## config.mk

```make
export PLATFORM = sky130hd
export DESIGN_NAME = print_job_sched_flat
export DESIGN_NICKNAME = d
export VERILOG_FILES = /design/src/rtl/print_job_sched_pkg.sv /design/src/rtl/print_job_sched_if.sv /design/src/rtl/print_job_sched_rr_arbiter.sv /design/src/rtl/print_job_sched.sv /design/src/flat_wrapper.sv
export SDC_FILE = /design/constraint.sdc
export NUM_CORES = 1
export LEC_CHECK = 0
export ABC_AREA = 1
export BUFFER_PORTS_ARGS = -buffer_cell sky130_fd_sc_hd__buf_4
export CAP_MARGIN = 0
export CORE_UTILIZATION = 50
export CTS_CLUSTER_DIAMETER = 40
export DETAILED_ROUTE_END_ITERATION = 10
export PLACE_DENSITY_LB_ADDON = 0.12
export SLEW_MARGIN = 10
export SYNTH_ARGS = -nofsm -noshare
export SYNTH_HDL_FRONTEND = slang
export SYNTH_SLANG_ARGS = --single-unit
```

## constraint.sdc

```tcl
create_clock -name clk -period 6.61 [get_ports clk]
set_input_delay 0.661 -clock clk [delete_from_list [all_inputs] [get_ports clk]]
set_output_delay 0.661 -clock clk [all_outputs]
set_load 0.01 [all_outputs]
```

## src/rtl/print_job_sched_pkg.sv

```systemverilog
// Shared types and default parameters for the print job scheduler.
package print_pkg;
  typedef enum logic [1:0] {
    IDLE   = 2'd0,
    LAUNCH = 2'd1,
    RUN    = 2'd2,
    DONE   = 2'd3
  } state_t;

  localparam int DEF_PAGE_W       = 8;
  localparam int DEF_IDLE_TIMEOUT = 100;
  localparam int DEF_TO_W         = 7;
endpackage

```

## src/rtl/print_job_sched_if.sv

```systemverilog
// Requester-side job handshake: valid/pages in, ready strobe and completion pulse out.
interface print_job_sched_if #(
  parameter int NREQ   = 4,
  parameter int PAGE_W = 8
);
  logic [NREQ-1:0]             req_valid;
  logic [NREQ-1:0][PAGE_W-1:0] req_pages;
  logic [NREQ-1:0]             req_ready;
  logic [NREQ-1:0]             job_done;

  modport master (output req_valid, req_pages, input  req_ready, job_done);
  modport slave  (input  req_valid, req_pages, output req_ready, job_done);
endinterface

```

## src/rtl/print_job_sched_rr_arbiter.sv

```systemverilog
// Combinational round-robin pick: first requester after 'last', wrapping.
module rr_arbiter #(
  parameter int NREQ = 4,
  parameter int IW   = $clog2(NREQ)
) (
  input  logic [NREQ-1:0] req,
  input  logic [IW-1:0]   last,
  output logic [NREQ-1:0] gnt,
  output logic [IW-1:0]   gnt_idx,
  output logic            any
);
  int idx;

  // Scan farthest-first so the nearest valid requester after 'last' overwrites.
  always_comb begin
    gnt     = '0;
    gnt_idx = last;
    any     = |req;
    idx     = 0;
    for (int k = NREQ; k >= 1; k--) begin
      idx = int'(last) + k;
      if (idx >= NREQ) idx = idx - NREQ;
      if (req[idx]) begin
        gnt      = '0;
        gnt[idx] = 1'b1;
        gnt_idx  = IW'(idx);
      end
    end
  end
endmodule

```

## src/rtl/print_job_sched.sv

```systemverilog
// Print job scheduler: round-robin job intake, one-at-a-time engine sequencing, idle sleep.
module print_job_sched
  import print_pkg::*;
#(
  parameter int NREQ         = 4,
  parameter int PAGE_W       = DEF_PAGE_W,
  parameter int IDLE_TIMEOUT = DEF_IDLE_TIMEOUT,
  parameter int TO_W         = DEF_TO_W
) (
  input  logic                     clk,
  input  logic                     rst_n,
  print_job_sched_if.slave         rq,
  input  logic                     eng_ready,
  input  logic                     eng_page_done,
  output logic                     eng_start,
  output logic [PAGE_W-1:0]        eng_pages,
  output logic                     eng_sleep,
  output logic                     busy,
  output logic [$clog2(NREQ)-1:0]  owner,
  output logic                     err_spurious
);
  localparam int IW = $clog2(NREQ);
  localparam logic [TO_W-1:0] TO_VAL = TO_W'(IDLE_TIMEOUT);

  state_t            state;
  logic [PAGE_W-1:0] remaining;
  logic [TO_W-1:0]   idle_cnt;
  logic [NREQ-1:0]   gnt;
  logic [IW-1:0]     gnt_idx;
  logic              any_req;
  logic              accept;
  logic [PAGE_W-1:0] win_pages;

  rr_arbiter #(.NREQ(NREQ), .IW(IW)) u_arb (
    .req     (rq.req_valid),
    .last    (owner),
    .gnt     (gnt),
    .gnt_idx (gnt_idx),
    .any     (any_req)
  );

  assign accept       = (state == IDLE) && any_req;
  assign win_pages    = rq.req_pages[gnt_idx];
  assign rq.req_ready = accept ? gnt : '0;
  assign rq.job_done  = (state == DONE) ? (NREQ'(1) << owner) : '0;
  assign eng_start    = (state == LAUNCH) && eng_ready;
  assign busy         = (state != IDLE);
  // Sleep drops in the accept cycle itself, before the counter clears.
  assign eng_sleep    = (state == IDLE) && (idle_cnt == TO_VAL) && !any_req;

  always_ff @(posedge clk or negedge rst_n) begin
    if (!rst_n) begin
      state        <= IDLE;
      eng_pages    <= '0;
      remaining    <= '0;
      owner        <= IW'(NREQ - 1);
      idle_cnt     <= TO_VAL;
      err_spurious <= 1'b0;
    end else begin
      if (eng_page_done && state != RUN) err_spurious <= 1'b1;
      case (state)
        IDLE: begin
          if (accept) begin
            owner     <= gnt_idx;
            eng_pages <= win_pages;
            remaining <= win_pages;
            idle_cnt  <= '0;
            state     <= (win_pages != '0) ? LAUNCH : DONE;
          end else if (idle_cnt != TO_VAL) begin
            idle_cnt <= idle_cnt + 1'b1;
          end
        end
        LAUNCH: if (eng_ready) state <= RUN;
        RUN: begin
          if (eng_page_done) begin
            remaining <= remaining - 1'b1;
            if (remaining == PAGE_W'(1)) state <= DONE;
          end
        end
        DONE:    state <= IDLE;
        default: state <= IDLE;
      endcase
    end
  end
endmodule

```

## src/flat_wrapper.sv

```systemverilog
// flat-port wrapper written by rule: the top's interface ports become plain ports
module print_job_sched_flat import print_pkg::*;
#(
  parameter int NREQ         = 4,
  parameter int PAGE_W       = DEF_PAGE_W,
  parameter int IDLE_TIMEOUT = DEF_IDLE_TIMEOUT,
  parameter int TO_W         = DEF_TO_W
)
  (clk, rst_n, eng_ready, eng_page_done, eng_start, eng_pages, eng_sleep, busy, owner, err_spurious, rq_req_valid, rq_req_pages, rq_req_ready, rq_job_done);
  print_job_sched_if #(.NREQ(NREQ), .PAGE_W(PAGE_W)) rq_i ();
  input  logic clk;
  input  logic rst_n;
  input  logic eng_ready;
  input  logic eng_page_done;
  output logic eng_start;
  output logic [PAGE_W-1:0] eng_pages;
  output logic eng_sleep;
  output logic busy;
  output logic [$clog2(NREQ)-1:0] owner;
  output logic err_spurious;
  input wire logic [$bits(rq_i.req_valid)-1:0] rq_req_valid;
  input wire logic [$bits(rq_i.req_pages)-1:0] rq_req_pages;
  output wire logic [$bits(rq_i.req_ready)-1:0] rq_req_ready;
  output wire logic [$bits(rq_i.job_done)-1:0] rq_job_done;
  assign rq_i.req_valid = rq_req_valid;
  assign rq_i.req_pages = rq_req_pages;
  assign rq_req_ready = rq_i.req_ready;
  assign rq_job_done = rq_i.job_done;
  print_job_sched #(.NREQ(NREQ), .PAGE_W(PAGE_W), .IDLE_TIMEOUT(IDLE_TIMEOUT), .TO_W(TO_W)) u_core (.clk(clk), .rst_n(rst_n), .rq(rq_i), .eng_ready(eng_ready), .eng_page_done(eng_page_done), .eng_start(eng_start), .eng_pages(eng_pages), .eng_sleep(eng_sleep), .busy(busy), .owner(owner), .err_spurious(err_spurious));
endmodule
```

**Word-level counts from Yosys, hierarchy flattened**

Cells that the tools add are included.

- Add/sub/neg operators: 10
- Reduce and logical (&&, ||, !) cells: 20
- Eq/ne operators: 11
- Mux-type cells: 47
- Shifts and indexed selects: 1
- Magnitude comparators: 13

Operators by type and width:

| operator | number |
|---|---|
| greater-or-equal comparator 32 x 1 -> 1 bit (second input constant) | 4 |
| less-than comparator 32 x 4 -> 1 bit (second input constant) | 4 |
| two-way mux 32 bit | 4 |
| two-way mux 4 bit | 6 |
| two-way mux 8 bit | 3 |
| two-way mux 2 bit | 9 |
| binary-select mux 8 bit (select 2 bit) | 1 |
| case mux 8 bit (2 select lines) | 1 |
| two-way mux 7 bit | 2 |
| two-way mux 1 bit | 12 |
| subtractor 3 x 3 -> 4 bit (second input constant) | 3 |
| greater-or-equal comparator 3 bit (second input constant) | 3 |
| logical AND 1 bit | 9 |
| binary-select mux 1 bit (select 2 bit) | 4 |
| demux 1 bit (select 2 bit) | 4 |
| == test 8 x 1 -> 1 bit (second input constant) | 1 |
| case mux 2 bit (4 select lines) | 1 |
| nonzero test 8 bit | 1 |
| subtractor 8 x 1 -> 8 bit (second input constant) | 1 |
| adder 7 x 1 -> 7 bit (second input constant) | 1 |
| == test 7 bit (second input constant) | 1 |
| != test 7 bit (second input constant) | 1 |
| adder 2 x 2 -> 3 bit (second input constant) | 2 |
| != test 2 bit (second input constant) | 3 |
| 16 further kinds | 21 |

- Word-level logic and storage cells: 108
- Flip-flop bits (word level): 28
- Input bits: 40

**Longest topological paths before layout**

Gate-level depths: netlist of run 1.

- Word-level depth: 16
- Mapped depth: 18
- Mapped depth without buffers: 17

**Hierarchy**

Synthesis of run 1 repeated with hierarchy kept, for this count alone.

- Cells, all modules: 371
- Area total of the unflattened synthesis: 2508.7 um^2

Modules (own cells, without submodules):

| module | cells an instance | area an instance (um^2) | instances |
|---|---|---|---|
| print_job_sched | 275 | 1948.1 | 1 |
| rr_arbiter | 96 | 560.5 | 1 |

**Worst setup path after synthesis of run 1**

OpenSTA, ideal clock, no wires.

- Path kind: flip-flop to output port
- Start point: register u_core.owner[0]
- End point: output port rq_req_ready[0]
- Path buffers: 1
- Data required time: 5.949 ns
- Setup slack: 3.911 ns
- Cell stages (with the launch flop): 11
- Data arrival time: 2.038 ns
- Path through: dfstp_2 > buf_6 > inv_4 > ha_1 > inv_1 > nand3_2 > nand2_2 > a21oi_1 > a221o_1 > o21ai_0 > a21oi_1

- Cells in the longest elaborated chain, start to end: 12
- Elaborated cells on any way between the ends: 53
- Classes of those cells: add/sub: 8; order compare: 12; mux: 29; reduce/logical: 4

Ends and longest elaborated chain:

| element | line | source |
|---|---|---|
| start, declared | print_job_sched.sv:19 | `output logic [$clog2(NREQ)-1:0] owner,` |
| start signal, assigned | print_job_sched.sv:56 | `owner <= IW'(NREQ - 1);` |
| start signal, assigned | print_job_sched.sv:64 | `owner <= gnt_idx;` |
| adder 2 x 3 -> 4 bit | print_job_sched_rr_arbiter.sv:21 | `idx = int'(last) + k;` |
| subtractor 4 x 3 -> 5 bit / greater-or-equal comparator 4 x 3 -> 1 bit (equally long branches) | print_job_sched_rr_arbiter.sv:22 | `if (idx >= NREQ) idx = idx - NREQ;` |
| two-way mux 32 bit | print_job_sched_rr_arbiter.sv:22 |  |
| greater-or-equal comparator 32 x 1 -> 1 bit (implied by the code) / less-than comparator 32 x 4 -> 1 bit (equally long branches) | print_job_sched_rr_arbiter.sv:25 | `gnt[idx] = 1'b1;` |
| logical AND 1 bit (implied by the code) | print_job_sched_rr_arbiter.sv:25 |  |
| two-way mux 1 bit (implied by the code) | print_job_sched_rr_arbiter.sv:25 |  |
| demux 1 bit (select 2 bit) | print_job_sched_rr_arbiter.sv:25 |  |
| two-way mux 4 bit (3 in series) | print_job_sched_rr_arbiter.sv:23 | `if (req[idx]) begin` |
| two-way mux 4 bit (*) | print_job_sched_rr_arbiter.sv:23 |  |
| two-way mux 4 bit (*) | print_job_sched.sv:44 | `assign rq.req_ready = accept ? gnt : '0;` |
| end, declared | flat_wrapper.sv:23 | `output wire logic [$bits(rq_i.req_ready)-1:0] rq_req_ready;` |

Every way passes the cells marked *; elsewhere a longest branch is shown, timed or not. The select of a mux whose other input is x is not followed.

**Final worst setup path of run 1**

- Start point: register u_core.owner[1]
- End point: output port rq_req_ready[2]

Same word-level chain as after synthesis.

==> results of run 1 <==
==> cells in the mapped netlist (2+ instances only) <==
master | count | area [um^2]
clkbuf_1 | 4 | 15.0
a221o_1 | 3 | 30.0
nand3_1 | 44 | 220
a31oi_1 | 2 | 12.5
a21oi_1 | 18 | 90.1
nand2_1 | 75 | 282
dfrtp_1 | 23 | 576
nand3_2 | 5 | 50.1
dfstp_2 | 5 | 131
nor2_1 | 18 | 67.6
a22o_1 | 2 | 17.5
o21ai_0 | 29 | 145
buf_6 | 3 | 33.8
o211ai_1 | 2 | 15.0
nor3_1 | 4 | 20.0
nand2_2 | 6 | 37.5
nand2_4 | 4 | 45.0
nor4_1 | 2 | 12.5
inv_1 | 37 | 139
ha_1 | 16 | 200
inv_4 | 2 | 12.5
==> how the worst max path moves through the flow <==
stage	startpoint	cells past startpoint	slack (ns)	end
floorplan	u_core.owner[0]	10	3.91	rq_req_ready[0]
global placement	u_core.owner[1]	10	3.80	rq_req_ready[0]
detailed placement	u_core.owner[0]	10	3.69	rq_req_ready[3]
CTS	u_core.owner[0]	10	3.36	rq_req_ready[3]
global route	u_core.owner[1]	10	3.13	rq_req_ready[1]
finish	u_core.owner[1]	11	3.35	rq_req_ready[2]
==> metrics by stage <==
stage / hold WS, ns / total power (uW) / instances / utilization [%]
6_report: 0.284 / 1670 / 424 / 66.7
5_1_grt: 0.306 / 1860 / 424 / 66.7
4_1_cts: 0.291 / 1670 / 424 / 66.7
3_5_place_dp: 0.450 / 1550 / 420 / 65.3
3_3_place_gp: 0.443 / 1520 / 420 / 65.3
2_1_floorplan: 0.365 / 1250 / 317 / -
==> worst max-delay path, stage by stage (launching register included) <==
cell,delay [ns]
dfstp_2,0.65
inv_1,0.17
ha_1,0.36
inv_1,0.08
nand3_2,0.09
nand2_2,0.12
a21oi_1,0.29
nand3_1,0.12
nand3_1,0.11
o211ai_1,0.11
inv_1,0.09
buf_4,0.11
==> registers in the layout, summed over array words and instances (netlist names) <==
register             count
u_core.err_spurious      1
u_core.state             2
u_core.remaining         8
u_core.idle_cnt          7
u_core.eng_pages         8
u_core.owner             2
==> per-layer routing <==
metal	GRT usage [%]	part of all wire, %	vias to the layer above
li1	-	-	1162
met1	32.1	44	1031
met2	45.5	49	87
met3	4.61	5.3	12
met4	9.69	1.9	0
met5	0	0	-
==> final cells by class <==
class | instances | area share (%)
Clock buffer | 4 | 1.99
Multi-Input combinational cell | 240 | 47.8
Sequential cell | 28 | 25.6
Inverter | 41 | 5.75
Tap cell | 50 | 2.26
Timing Repair Buffer | 61 | 16.6
==> where the power goes <==
group          internal, uW  total (uW)  switching [uW]  leakage, uW
registers               259         331            72.5     0.000331
logic                   437        1230             793      0.00109
clock network          53.5         110            57.0    0.0000288
total                   750        1670             922      0.00145
==> logic make-up (layout without fill, tap and decap cells) <==
group / after synthesis / count (layout) / share of synthesized area [%]
simple gates: 161 / 161 / 33.7
compound gates: 61 / 61 / 15.6
buf+inv: 49 / 106 / 9.49
flops: 28 / 28 / 31.5
fa+ha+maj: 16 / 16 / 8.93
xor+xnor: 2 / 2 / 0.782
==> metrics, run 1 <==
Port Buffer Count=61; FILL cells=a little under 400; Max VDD drop=0.292 mV; Top FF cell, synth=dfrtp_1; GRT Resource Usage Total=about a quarter; DR iter-0 viols=~150; flops & latches, synth=28; yosys warns=0; Design Area, Final=2760 um^2; first-pass GRT wire length=9250 um; area occupied by multi-input gates=1320 um^2; RSZ-0062 raised after global routing=false; Post-CTS Setup Inserts=0; crit-path max FO=9; Ant. Diodes=0; clk sink count=28; final max-slew violation count=0; PD cells=a little over 600 nW/um^2; TritonCTS clock tree=yes; Core Region=slightly above 4000 um^2; worst hold path type=in -> async; number of flops mapped to enable cells by yosys=0; IO Count=62; Syn-to-layout area delta=23.3%; Die Area=between 4000 and 5000 um^2; Seq/Total Area, Yosys=31.5%; reg2reg start=u_core.owner[1]; r2r endpoint=u_core.state[1]; mean post-synth cell area=roughly 7.1 um^2; Post-Syn Instances=317; die width=68.9 um; effective utilization at floorplan=54.1%; status=finished clean; vias per inst=5.41; routed wire length per instance=13.3 um; most frequent cells in the layout=nand2_1, buf_4, nand3_1, inv_1, o21ai_0; Crit path arrival time=2.60 ns; vias in the first global route=around 2100; Worst-Skew Late Latency=0.28 ns; worst setup path category=reg -> out; routed wire length=5650 um; final net count=431; Die Y=just under 70 um; dpl hpwl=4260 um; H-tree depth=1; grt ovf=0; Worst Skew=between 0.003 and 0.004 ns; final setup fails=0; Seq. cell area=around 710 um^2; Root Driver=clkbuf_8; Clk pin slew, worst setup/hold paths=roughly 0.1 ns; clk buf depth=2; max cap viols=0; cts hold-fix bufs=0; Synthesized Nets=roughly 370; Placement Cell Area=2710 um^2; CTS resizes=0; Routed Antenna Nets=0; DP Worst Slack=3.69 ns; data required time of the worst path=between 5 and 6 ns; Pre-antenna DRT Iters=4; leakage=0.00145 uW; Max Freq=~0.3 GHz; Slew @ Worst Pin=approximately 0.64 ns; period utilization=49.3%; DRC viols=0; Unique masters post-synth=34; TritonCTS Buffers=3; Crit. End Element=output port; routed via count=about 2300; CP Launch Type=flip-flop; Rows=23; min Tclk post-route=roughly 3.3 ns; FFs w/ async S/R, synth=100%; Slew HR=a little under three fifths; placer congestion estimate=a little over 0.8; mapped cell area=2240 um^2; Worst R2R Setup Slack=3.72 ns; pin count of the biggest net entering global routing=29; setup tns final=0 ns; initial antenna violation count=0; share of cells above drive strength 1=about a quarter; final hold vios=0; final worst slack=about 3.3 ns; Worst R2R Path Depth=16; commonest non-fill, non-tap cell in the layout=nand2_1
Power figures use the tool's default switching activity.
==> run 2, diff against run 1 <==
ABC_AREA = 0   (was 1)
clock period = 3.03 ns   (was 6.61 ns; I/O delays follow)
==> metrics, run 2 <==
Commonest cells post-synth=nand2_1, dfrtp_1, a21oi_1, ha_1, o21ai_0; Syn-to-layout area delta=24.2%; initial antenna violation count=0 (unchanged); data required time of the worst path=2.73 ns (-3.22 ns); registers with the most flip-flops=u_core.eng_pages (8), u_core.remaining (8), u_core.idle_cnt (7); commonest non-fill, non-tap cell in the layout=buf_4; Worst Skew=0.00402 ns (+0.000383 ns); PD cells=1050 nW/um^2 (+73%); CP Launch Type=flip-flop; worst setup path category=reg -> out; crit-path max FO=7 (-2); dpl hpwl=5250 um (+23%); TritonCTS clock tree=yes; DRC viols=0 (unchanged); routed via count=2469 (+7.7%); period utilization=95.7%; leakage=0.00138 uW (-4.7%); count leader, synth=nand2_1; Slowest-stage cell, CP=dfstp_2; Seq pwr share=20.2% (+0.4 points); worst hold path type=in -> reg; post-synth top area cell=dfrtp_1; mean post-synth cell area=8.67 um^2 (+23%); share of cells above drive strength 1=27.4% (+3.3 points); effective utilization at floorplan=52.3% (-1.7 points); final net count=408 (-5.3%); Slew HR=67.3% (+10 points); Worst Path Buf+Inv=2 (-2); final max-slew violation count=0 (unchanged); Slew @ Worst Pin=0.478 ns (-0.162 ns); pin count of the biggest net entering global routing=29 (unchanged); clk buf depth=2 (unchanged); Pre-antenna DRT Iters=4 (unchanged); min Tclk post-route=2.90 ns; grt ovf=0 (unchanged); Design Area, Final=3090 um^2 (+12%); vias in the first global route=2303 (+8.5%); max cap viols=0 (unchanged); Top FF cell, synth=dfrtp_1; status=finished clean; Crit. End Element=output port; Post-Syn Instances=287 (-9.5%); DR iter-0 viols=109 (-29%); DP Worst Slack=0.262 ns (-3.43 ns); IO Count=62 (unchanged); H-tree depth=1 (unchanged); yosys warns=0 (unchanged); final worst slack=0.131 ns (-3.22 ns); FFs w/ async S/R, synth=100% (unchanged); Area contributors post-synth=dfrtp_1, ha_1, nand2_1; cell family with the largest share of critical-path delay=flip-flops; placer congestion estimate=0.912 (+9.7%); flops & latches, synth=28 (unchanged); Total Power=3240 uW (+93%); critical-path cell list=inv_1 > ha_2 > mux4_2 > nor2b_4 > a22oi_1 > o21ai_0 > nand2_1 > a21oi_1 > buf_4; Max VDD drop=0.657 mV (+120%); final setup fails=0 (unchanged); Switching Fraction=48.7% (-6.4 points); Crit path arrival time=2.60 ns (about the same); Placement Cell Area=3020 um^2 (+12%); Rows=25 (+8.7%); Pint=1660 uW (+120%); top cell type's share of synthesized area=23.1% (-2.6 points); Root Driver=clkbuf_8; routed wire length per instance=16.2 um (+22%); Seq/Total Area, Yosys=28.4% (-3.1 points); TritonCTS Buffers=3 (unchanged); P_sw=1580 uW (+71%); GRT Resource Usage Total=26.6% (+0.37 points); Port Buffer Count=61 (unchanged); hold_ws=0.258 ns (-0.0259 ns); Routed Antenna Nets=0 (unchanged); most frequent cells in the layout=buf_4, nand2_1, dfrtp_1, o21ai_0, a21oi_1; vias per inst=5.91 (+9.3%); Worst-Skew Late Latency=0.28 ns (about the same); Ant. Diodes=0 (unchanged); crit-path max cell delay=0.54 ns (-0.11 ns); Die Area=5260 um^2 (+11%); logic gate share of total power=73.2% (-0.4 points); Clk pin slew, worst setup/hold paths=0.10 ns (about the same); die width=72.6 um (+5.2%); final hold vios=0 (unchanged); Unique masters post-synth=59 (+74%); clock network power share=6.6% (about the same); clk sink count=28 (unchanged); number of flops mapped to enable cells by yosys=0 (unchanged); mapped cell area=2490 um^2 (+11%); first-pass GRT wire length=10900 um (+18%); routed wire length=6790 um (+20%); Max Freq=0.345 GHz; Die Y=72.6 um (+5.2%); Synthesized Nets=343 (-8.0%); Core Region=4750 um^2 (+15%)
[run 2: final cells by class]
cell class | count | area (um^2)
Fill cell | 433 | 1660
Multi-Input combinational cell | 232 | 1660
Sequential cell | 28 | 707
Timing Repair Buffer | 72 | 543
Tap cell | 67 | 83.8
Inverter | 15 | 57.6
Clock buffer | 4 | 45.0
[run 2: final timing paths]
kind / start / endpoint / slack, ns / cells after the start
setup reg to reg: u_core.owner[1] / u_core.state[1] / 0.26 / 9
setup / recovery: u_core.owner[1] / rq_req_ready[0] / 0.13 / 9
hold / removal: eng_page_done / u_core.err_spurious / 0.26 / 2
min in group asynchronous: rst_n / u_core.remaining[5] / 0.47 / 2
hold reg to reg: u_core.err_spurious / u_core.err_spurious / 0.46 / 1
max in group asynchronous: rst_n / u_core.idle_cnt[5] / 2.24 / 2
[run 2: kinds of logic after synthesis]
family | after synthesis | share of synthesized area [%]
AND/OR/NAND/NOR | 108 | 22.4
AO/OA/AOI/OAI | 84 | 23.8
flip-flops | 28 | 28.4
buffers and inverters | 27 | 5.48
multiplexers | 20 | 10.5
adder cells (fa/ha/maj) | 16 | 8.04
XOR/XNOR | 4 | 1.41
[run 2: power groups by stage]
| stage | Clock (uW) | Sequential [uW] | Combinational [uW] |
|---|---|---|---|
| global route | 232 | 671 | 2610 |
| global placement | 0 | 657 | 2280 |
| CTS | 219 | 650 | 2320 |
| detailed placement | 0 | 658 | 2310 |
| finish | 213 | 654 | 2370 |
| floorplan | 0 | 674 | 1720 |
[run 2: layer usage]
layer | share of wire (%) | GRT usage (%) | vias to the layer above
li1 | - | - | 1202
met4 | 2.1 | 8.06 | 0
met3 | 4.3 | 2.64 | 13
met1 | 44 | 34.5 | 1182
met5 | 0 | 0 | -
met2 | 50 | 46.8 | 72
[run 2: through the flow]
stage / cells / TNS [ns] / utilization [%]
floorplan: 287 / 0 / -
global placement: 412 / 0 / 63.5
detailed placement: 412 / 0 / 63.5
CTS: 417 / 0 / 64.7
global route: 418 / -0.0649 / 65.0
finish: 418 / 0 / 65.0
[run 2: repair_timing]
item	CTS	global route
setup endpoints to repair	0	4
hold buffers	1	0
hold endpoints to repair	23	0
buffers inserted	0	1
gates resized for setup	0	3
